[src/rtl/noc_cv_bridge_pkg.sv]
// Shared types and sizing helpers for the credit <-> val/rdy NoC bridge.
package noc_cv_bridge_pkg;

  typedef enum logic [1:0] {
    ERR_NONE = 2'd0,
    ERR_OVF  = 2'd1,
    ERR_CRED = 2'd2
  } err_code_e;

  function automatic int cnt_w(input int depth);
    return $clog2(depth + 1);
  endfunction

  function automatic int max_i(input int a, input int b);
    return (a > b) ? a : b;
  endfunction

endpackage

[src/rtl/noc_flit_fifo.sv]
// Register-array flit FIFO with wrap-around pointers, valid for any DEPTH >= 2.
// A push while full is dropped (o_overflow strobes) unless a pop frees a slot that cycle.
module noc_flit_fifo
  import noc_cv_bridge_pkg::*;
#(
  parameter int DATA_W = 64,
  parameter int DEPTH  = 4,
  parameter int CNT_W  = cnt_w(DEPTH)
) (
  input  logic              clk,
  input  logic              rst_n,
  input  logic              i_push,
  input  logic [DATA_W-1:0] i_data,
  input  logic              i_pop,
  output logic [DATA_W-1:0] o_data,
  output logic              o_empty,
  output logic [CNT_W-1:0]  o_count,
  output logic              o_overflow
);

  localparam int               PW       = (DEPTH > 1) ? $clog2(DEPTH) : 1;
  localparam logic [PW-1:0]    LAST     = PW'(DEPTH - 1);
  localparam logic [CNT_W-1:0] FULL_CNT = CNT_W'(DEPTH);

  logic [DATA_W-1:0] r_mem [DEPTH];
  logic [PW-1:0]     r_wr_ptr;
  logic [PW-1:0]     r_rd_ptr;
  logic [CNT_W-1:0]  r_count;
  logic              w_full;
  logic              w_do_push;
  logic              w_do_pop;

  function automatic logic [PW-1:0] ptr_inc(input logic [PW-1:0] p);
    return (p == LAST) ? '0 : p + 1'b1;
  endfunction

  assign o_empty    = (r_count == '0);
  assign w_full     = (r_count == FULL_CNT);
  assign w_do_pop   = i_pop && !o_empty;
  assign w_do_push  = i_push && (!w_full || w_do_pop);
  assign o_overflow = i_push && !w_do_push;
  assign o_data     = r_mem[r_rd_ptr];
  assign o_count    = r_count;

  // NOTE: storage needs no reset; an entry is only read after the count says it was written.
  always_ff @(posedge clk) begin
    if (w_do_push) r_mem[r_wr_ptr] <= i_data;
  end

  // NOTE: sequential state uses <= so every register samples pre-edge values.
  always_ff @(posedge clk or negedge rst_n) begin
    if (!rst_n) begin
      r_wr_ptr <= '0;
      r_rd_ptr <= '0;
      r_count  <= '0;
    end else begin
      if (w_do_push) r_wr_ptr <= ptr_inc(r_wr_ptr);
      if (w_do_pop)  r_rd_ptr <= ptr_inc(r_rd_ptr);
      case ({w_do_push, w_do_pop})
        2'b10:   r_count <= r_count + 1'b1;
        2'b01:   r_count <= r_count - 1'b1;
        default: ;
      endcase
    end
  end

endmodule

[src/rtl/noc_credit_valrdy_bridge.sv]
// Multi-channel bridge: credit-in -> val/rdy-out (A, buffered) and val/rdy-in -> credit-out (B).
// Channels are independent; per-channel idle and sticky error flags support quiesce.
module noc_credit_valrdy_bridge
  import noc_cv_bridge_pkg::*;
#(
  parameter int NUM_CH     = 3,
  parameter int DATA_W     = 64,
  parameter int CRED_DEPTH = 4,
  parameter int BUF_DEPTH  = 4
) (
  input  logic                     clk,
  input  logic                     rst_n,
  input  logic [NUM_CH-1:0]        a_cr_valid_in,
  input  logic [NUM_CH*DATA_W-1:0] a_cr_data_in,
  output logic [NUM_CH-1:0]        a_cr_yummy_out,
  output logic [NUM_CH-1:0]        a_vr_valid_out,
  output logic [NUM_CH*DATA_W-1:0] a_vr_data_out,
  input  logic [NUM_CH-1:0]        a_vr_ready_in,
  input  logic [NUM_CH-1:0]        b_vr_valid_in,
  input  logic [NUM_CH*DATA_W-1:0] b_vr_data_in,
  output logic [NUM_CH-1:0]        b_vr_ready_out,
  output logic [NUM_CH-1:0]        b_cr_valid_out,
  output logic [NUM_CH*DATA_W-1:0] b_cr_data_out,
  input  logic [NUM_CH-1:0]        b_cr_yummy_in,
  output logic [NUM_CH-1:0]        idle,
  output logic [NUM_CH-1:0]        err_overflow,
  output logic [NUM_CH-1:0]        err_credit
);

  localparam int            CW       = cnt_w(max_i(BUF_DEPTH, CRED_DEPTH));
  localparam logic [CW-1:0] CRED_MAX = CW'(CRED_DEPTH);

  for (genvar c = 0; c < NUM_CH; c++) begin : g_ch
    logic              w_a_pop;
    logic              w_a_empty;
    logic              w_a_ovf;
    logic [CW-1:0]     w_a_count;
    logic [DATA_W-1:0] w_a_head;
    logic              w_b_ready;
    logic              w_b_acc;
    logic              r_a_yummy;
    logic              r_err_ovf;
    logic              r_b_valid;
    logic [DATA_W-1:0] r_b_data;
    logic [CW-1:0]     r_cred;
    logic              r_err_cred;

    assign w_a_pop = !w_a_empty && a_vr_ready_in[c];

    noc_flit_fifo #(
      .DATA_W (DATA_W),
      .DEPTH  (BUF_DEPTH),
      .CNT_W  (CW)
    ) u_fifo (
      .clk        (clk),
      .rst_n      (rst_n),
      .i_push     (a_cr_valid_in[c]),
      .i_data     (a_cr_data_in[c*DATA_W +: DATA_W]),
      .i_pop      (w_a_pop),
      .o_data     (w_a_head),
      .o_empty    (w_a_empty),
      .o_count    (w_a_count),
      .o_overflow (w_a_ovf)
    );

    always_ff @(posedge clk or negedge rst_n) begin
      if (!rst_n) begin
        r_a_yummy <= 1'b0;
        r_err_ovf <= 1'b0;
      end else begin
        r_a_yummy <= w_a_pop;
        if (w_a_ovf) r_err_ovf <= 1'b1;
      end
    end

    // A yummy arriving with an accept is a credit swap, so the count holds even at CRED_MAX.
    assign w_b_ready = (r_cred != '0);
    assign w_b_acc   = b_vr_valid_in[c] && w_b_ready;

    always_ff @(posedge clk or negedge rst_n) begin
      if (!rst_n) begin
        r_cred     <= CRED_MAX;
        r_err_cred <= 1'b0;
        r_b_valid  <= 1'b0;
        r_b_data   <= '0;
      end else begin
        r_b_valid <= w_b_acc;
        if (w_b_acc) r_b_data <= b_vr_data_in[c*DATA_W +: DATA_W];
        if (w_b_acc && !b_cr_yummy_in[c]) begin
          r_cred <= r_cred - 1'b1;
        end else if (!w_b_acc && b_cr_yummy_in[c]) begin
          if (r_cred == CRED_MAX) r_err_cred <= 1'b1;
          else                    r_cred     <= r_cred + 1'b1;
        end
      end
    end

    assign a_cr_yummy_out[c]                = r_a_yummy;
    assign a_vr_valid_out[c]                = !w_a_empty;
    assign a_vr_data_out[c*DATA_W +: DATA_W] = w_a_head;
    assign b_vr_ready_out[c]                = w_b_ready;
    assign b_cr_valid_out[c]                = r_b_valid;
    assign b_cr_data_out[c*DATA_W +: DATA_W] = r_b_data;
    assign idle[c]                          = (w_a_count == '0) && (r_cred == CRED_MAX);
    assign err_overflow[c]                  = r_err_ovf;
    assign err_credit[c]                    = r_err_cred;
  end

endmodule
[config.mk]
export PLATFORM = sky130hd
export DESIGN_NAME = noc_credit_valrdy_bridge
export DESIGN_NICKNAME = d
export VERILOG_FILES = /design/src/rtl/noc_cv_bridge_pkg.sv /design/src/rtl/noc_flit_fifo.sv /design/src/rtl/noc_credit_valrdy_bridge.sv
export SDC_FILE = /design/constraint.sdc
export NUM_CORES = 1
export LEC_CHECK = 0
export BUFFER_PORTS_ARGS = -buffer_cell sky130_fd_sc_hd__buf_2
export CORE_MARGIN = 1
export CORE_UTILIZATION = 35
export DETAILED_ROUTE_END_ITERATION = 10
export MAX_ROUTING_LAYER = met4
export PLACE_DENSITY_LB_ADDON = 0.05
export SLEW_MARGIN = 30
export SYNTH_ARGS = -nofsm -noshare
export SYNTH_HDL_FRONTEND = slang
export SYNTH_SLANG_ARGS = --single-unit
[constraint.sdc]
create_clock -name clk -period 7.7 [get_ports clk]
set_input_delay 0.385 -clock clk [delete_from_list [all_inputs] [get_ports clk]]
set_output_delay 0.385 -clock clk [all_outputs]
set_load 0.05 [all_outputs]
# Word-level counts from Yosys, hierarchy flattened
# Memories as Yosys holds them, arrays and structs flattened.
# Cells that the tools add are included.
[word_totals]
register_bits = 234
ramBits = 768
out_inout_bits = 405
wordCells = 156
n_memories = 3
[memory_table]
columns = ["memory", "words", "word_bits", "read_ports", "rd_clocked_by_memory_dff", "write_ports", "line", "source"]
rows = [
  ["g_ch[0].u_fifo.r_mem", 4, 64, 1, 0, 1, "noc_flit_fifo.sv:25", "logic [DATA_W-1:0] r_mem [DEPTH];"],
  ["g_ch[1].u_fifo.r_mem", 4, 64, 1, 0, 1, "noc_flit_fifo.sv:25", ""],
  ["g_ch[2].u_fifo.r_mem", 4, 64, 1, 0, 1, "noc_flit_fifo.sv:25", ""],
]
[classes]
add_sub_neg = 18
n_eq_ne = 21
mux = 24
bitwise = 3
reduce_logical = 60
[ops]
columns = ["operator", "n"]
rows = [
  ["$mux 3", 9],
  ["$logic_and 1x1->1", 24],
  ["$add 3x1->3 const B", 6],
  ["$eq 2x2->1 const B", 9],
  ["$eq 3x3->1 const B", 6],
  ["$pmux 3 s2", 3],
  ["$sub 3x1->3 const B", 6],
  ["$logic_not 1->1", 15],
  ["$add 2x1->2 const B", 6],
  ["$mux 2", 6],
  ["$reduce_bool 2->1", 6],
  ["$logic_not 3->1", 3],
  ["$reduce_and 3->1", 3],
  ["$reduce_bool 3->1", 3],
  ["$eq 2x1->1 const B", 3],
  ["$mux 1", 6],
  ["$ne 2x2->1 const B", 3],
  ["$reduce_and 2->1", 3],
  ["$logic_or 1x1->1", 3],
  ["$not 1->1", 3],
]

# Longest topological paths before layout
[depth]
word_depth = 8
depth_mapped = 11

# By module
# Synthesis repeated with hierarchy kept, for this count alone.
[hier_totals]
cells_unflattened = 1692
area_unflattened_um2 = 38117.8
[modules_own_cells]
columns = ["module", "n_inst", "cells_per_inst", "area_per_inst_um2"]
rows = [
  ["noc_flit_fifo at g_ch[0].u_fifo ...", 2, 388, 9764.4],
  ["noc_flit_fifo at g_ch[1].u_fifo", 1, 388, 9756.9],
  ["noc_credit_valrdy_bridge", 1, 528, 8832.2],
]

# Worst setup path before layout
# OpenSTA, ideal clock, no wires.
[synth_path]
kind = "input port to flip-flop"
start = "in a_cr_valid_in[2]"
end = "mem g_ch[2].u_fifo.r_mem[0][0] (enable)"
t_arrival_ns = 2.428
t_required_ns = 7.271
path_slack_ns = 4.843
stages = 3
n_path_buf = 1
cell_sequence = "clkbuf_1 o21a_1 and2_1"
[synth_between]
elab_chain_cells = 3
[synth_rtl]
columns = ["item", "line", "source"]
rows = [
  ["start, declared", "noc_credit_valrdy_bridge.sv:13", "input logic [NUM_CH-1:0] a_cr_valid_in,"],
  ["$logic_and 1x1->1", "noc_flit_fifo.sv:40", "assign w_do_push = i_push && (!w_full || w_do_pop);"],
  ["$mux 1", "noc_flit_fifo.sv:47", "if (w_do_push) r_mem[r_wr_ptr] <= i_data;"],
  ["$mux 1 (implied by the code)", "noc_flit_fifo.sv:47", ""],
  ["end, declared", "noc_flit_fifo.sv:25", ""],
]
# No other way between the ends.

# Worst setup path in the final report
[layout_path]
start = "reg g_ch[0].u_fifo.r_rd_ptr[0]"
end = "out a_vr_data_out[7]"
[layout_between]
elab_chain_cells = 1
[layout_rtl]
columns = ["item", "line", "source"]
rows = [
  ["start, declared", "noc_flit_fifo.sv:27", "logic [PW-1:0] r_rd_ptr;"],
  ["start signal, assigned", "noc_flit_fifo.sv:58", "if (w_do_pop) r_rd_ptr <= ptr_inc(r_rd_ptr);"],
  ["$mem_v2 4x64", "--", ""],
  ["end, declared", "noc_credit_valrdy_bridge.sv:17", "output logic [NUM_CH*DATA_W-1:0] a_vr_data_out,"],
]
# No other way between the ends.

==> flow_metrics.py <==
metrics = {
    "clock_tree": {
        "htreeDepth": 3,
        "cts.sinks": 1002,
        "cts.repair.resized": 0,
        "cts_buffer_depth": 3,
        "clk_latency_ns": 0.69,
        "root_buffer": "clkbuf_16",
        "numCtsBuffers": 110,
        "clk_pin_slew_ns": 0.06,
        "cts_tree": "done",
    },
    "detailed_routing": {
        "wl_mm": 111,
        "dr.pass1.iters": 4,
        "via_count": 20881,
        "drt_iter0_drc": 1014,
        "detail-route-antenna-nets": 0,
        "wl_per_cell_um": 25.1,
        "drc": 0,
        "viasPerCell": 4.73,
    },
    "power": {
        "powerDensity_nw_per_um2": 439,
        "switching_share_pct": 40.8,
        "p_int_mw": 13.2,
        "p_seq_share_pct": 34.7,
        "power.clock.fraction_pct": 25.0,
        "ir_drop_mv": 0.285,
        "leakage_nw": 19.5,
        "combPwrFrac_pct": 40.4,
        "power_switching_mw": 9.11,
        "totalPowerFinal_mw": 22.3,
    },
    "setup_path": {
        "required_ns": 7.32,
        "endpoint_kind": "primary output",
        "critPathKind": "reg2out",
        "path_cells": "buf_4 -> mux4_2 -> buf_2",
        "critical_path_buf_inv_count": 2,
        "cp_top_family": "flip-flops",
        "critPathMaxFanout": 37,
        "critPathLaunchType": "register",
        "worstPathArrival_ns": 3.18,
        "worst_path_largest_cell_delay_ns": 0.93,
        "crit_slowest_cell": "dfrtp_4",
    },
    "global_routing": {
        "grt_usage_pct": 20.9,
        "overflow": 0,
        "grt_pass1_wl_mm": 158,
        "grt_pass1_vias": 22982,
        "grt_max_degree": 121,
        "antenna_found_initial": 32,
    },
    "synthesis": {
        "ys.flop_type": "edfxtp_1",
        "synth_top_area_share_pct": 61.4,
        "yosys_warnings": 0,
        "synth_area_leaders": "edfxtp_1, dfrtp_1, mux4_2, mux2_2, mux2_4",
        "synth_cell_types": 48,
        "synth-edff-count": 768,
        "synth_cells": 1660,
        "seq_area_frac_synth_pct": 77.0,
        "synth_nets": 2087,
        "syn_area_per_cell_um2": 22.6,
        "synth_area_leader_cell": "edfxtp_1",
        "async_flop_share_pct": 23.4,
        "synth_area_um2": 37600,
        "ys_ff_latch": 1002,
    },
    "timing": {
        "fin_crit_ns": 3.56,
        "rsz0062_at_grt": "false",
        "worst_clock_skew_ns": 0.0263,
        "finalSetupViolCount": 0,
        "hold_viol_final": 0,
        "maxSlewViolCount": 0,
        "fmax_mhz": 281,
        "finalSetupTns_ns": 0,
        "final.period_utilization_pct": 46.2,
        "whs_ns": 0.0809,
        "worstMarginPinSlew_ns": 0.933,
        "relSlewSlack_pct": 37.8,
        "layout_setup_ws_ns": 4.14,
    },
    "floorplanning": {
        "core_area_um2": 106000,
        "ios": 803,
        "fp.dieH_um": 330,
        "die-area_um2": 109000,
        "rows": 119,
        "start_util_pct": 35.5,
        "die_w_um": 330,
    },
    "outcome": {
        "outcome": "complete, no violations",
    },
    "placement": {
        "numPortBuffers": 802,
        "place_hpwl_mm": 76.7,
        "place_ws_ns": 4.73,
        "gp_congestion": 0.859,
        "place_area_um2": 43000,
        "dp_cells": 3793,
    },
    "layout": {
        "stdcell_count": 4411,
        "final_cell_mix": "buf_2, edfxtp_1, dlygate4sd3_1",
        "areaGrowthSynthToFinish_pct": 35.4,
        "post-route-util_pct": 48.0,
        "fin_nets": 3330,
        "final_area_um2": 50900,
        "final_common_cell": "buf_2",
        "drive_gt1_share_pct": 47.7,
    },
    "min_path": {
        "min_path_type": "in2reg",
    },
    "run": {
        "cap_violations": 0,
    },
}
[state kept, by name (all words and copies together) (netlist names)]
register / cells
g_ch.r_b_valid: 3
g_ch.r_err_cred: 3
g_ch.u_fifo.r_mem: 768
g_ch.u_fifo.r_rd_ptr: 6
g_ch.r_a_yummy: 3
g_ch.r_cred: 9
g_ch.u_fifo.o_count: 9
g_ch.r_b_data: 192
g_ch.r_err_ovf: 3
g_ch.u_fifo.r_wr_ptr: 6
[cell type report]
type                       instances  area [um^2]
antenna                           20         50.0
clock buffer                     143         3020
clock inverter                    66          851
fill                            9014        55000
inverter                          37          139
multi-input combinational        539         7960
sequential                      1002        28900
tap                             1391         1740
timing repair buffer            1213         8160
[cells in the mapped netlist (all sizes together), types with 7 or more instances]
cell    instances
a21oi           7
clkbuf         15
buf            67
dfrtp         231
nand2          12
edfxtp        768
mux4          192
inv            37
and2           12
nor2           16
ha             23
mux2          204
[cell families (layout without fill, tap and decap cells)]
group | count (synthesis) | in the layout | synth area share, %
fa+ha+maj | 29 | 29 | 1.09
other cells | 0 | 20 | 0
simple gates | 65 | 65 | 1.03
xor+xnor | 9 | 9 | 0.210
buf+inv | 119 | 1459 | 1.91
mux | 398 | 398 | 18.1
compound gates | 38 | 38 | 0.696
flops | 1002 | 1002 | 77.0
[worst register-to-register path: stages (launching register included)]
cell     delay, ns
dfrtp_1       0.43
or3_4         0.41
nand2_2       0.07
buf_4         0.69
inv_1         0.17
ha_1          0.29
or3b_2        0.45
a21oi_1       0.20
a21oi_1       0.06
[power by group through the flow]
stage | combinational (mW) | sequential (mW) | clock (mW)
floorplan | 5.52 | 8.81 | 0
global placement | 8.93 | 7.82 | 0
detailed placement | 8.98 | 7.84 | 0
CTS | 9.18 | 7.75 | 5.71
global route | 9.42 | 7.88 | 5.91
finish | 9.00 | 7.73 | 5.57
[final timing paths]
path                                                             start                                endpoint  slack [ns]  cells past startpoint
worst max-delay path            g_ch[0].u_fifo.r_rd_ptr[0]$_DFFE_PN0P_                        a_vr_data_out[7]        4.14                      3
worst max register to register           g_ch[1].r_cred[0]$_DFFE_PN0P_           g_ch[1].r_cred[1]$_DFFE_PN0P_        4.80                      8
worst min register to register           g_ch[0].r_err_ovf$_DFFE_PN0P_           g_ch[0].r_err_ovf$_DFFE_PN0P_        0.46                      1
max in group asynchronous                                        rst_n  g_ch[2].u_fifo.r_rd_ptr[0]$_DFFE_PN0P_        5.91                      4
worst min-delay path                                  b_vr_valid_in[2]             g_ch[2].r_b_valid$_DFF_PN0_        0.08                      3
min in group asynchronous                                        rst_n        g_ch[1].r_b_data[49]$_DFFE_PN0P_        0.28                      2
[routing by layer]
metal	routed length (um)	global-route usage [%]
met1	41800	23.7
met5	0	-
met3	7570	6.00
met4	3210	6.54
met2	58100	35.5
[repair_timing]
| action | in CTS | in global routing |
|---|---|---|
| hold endpoints to repair | 1075 | 0 |
| setup buffers | 0 | 0 |
| hold buffers | 388 | 0 |
Power figures use the tool's default switching activity.
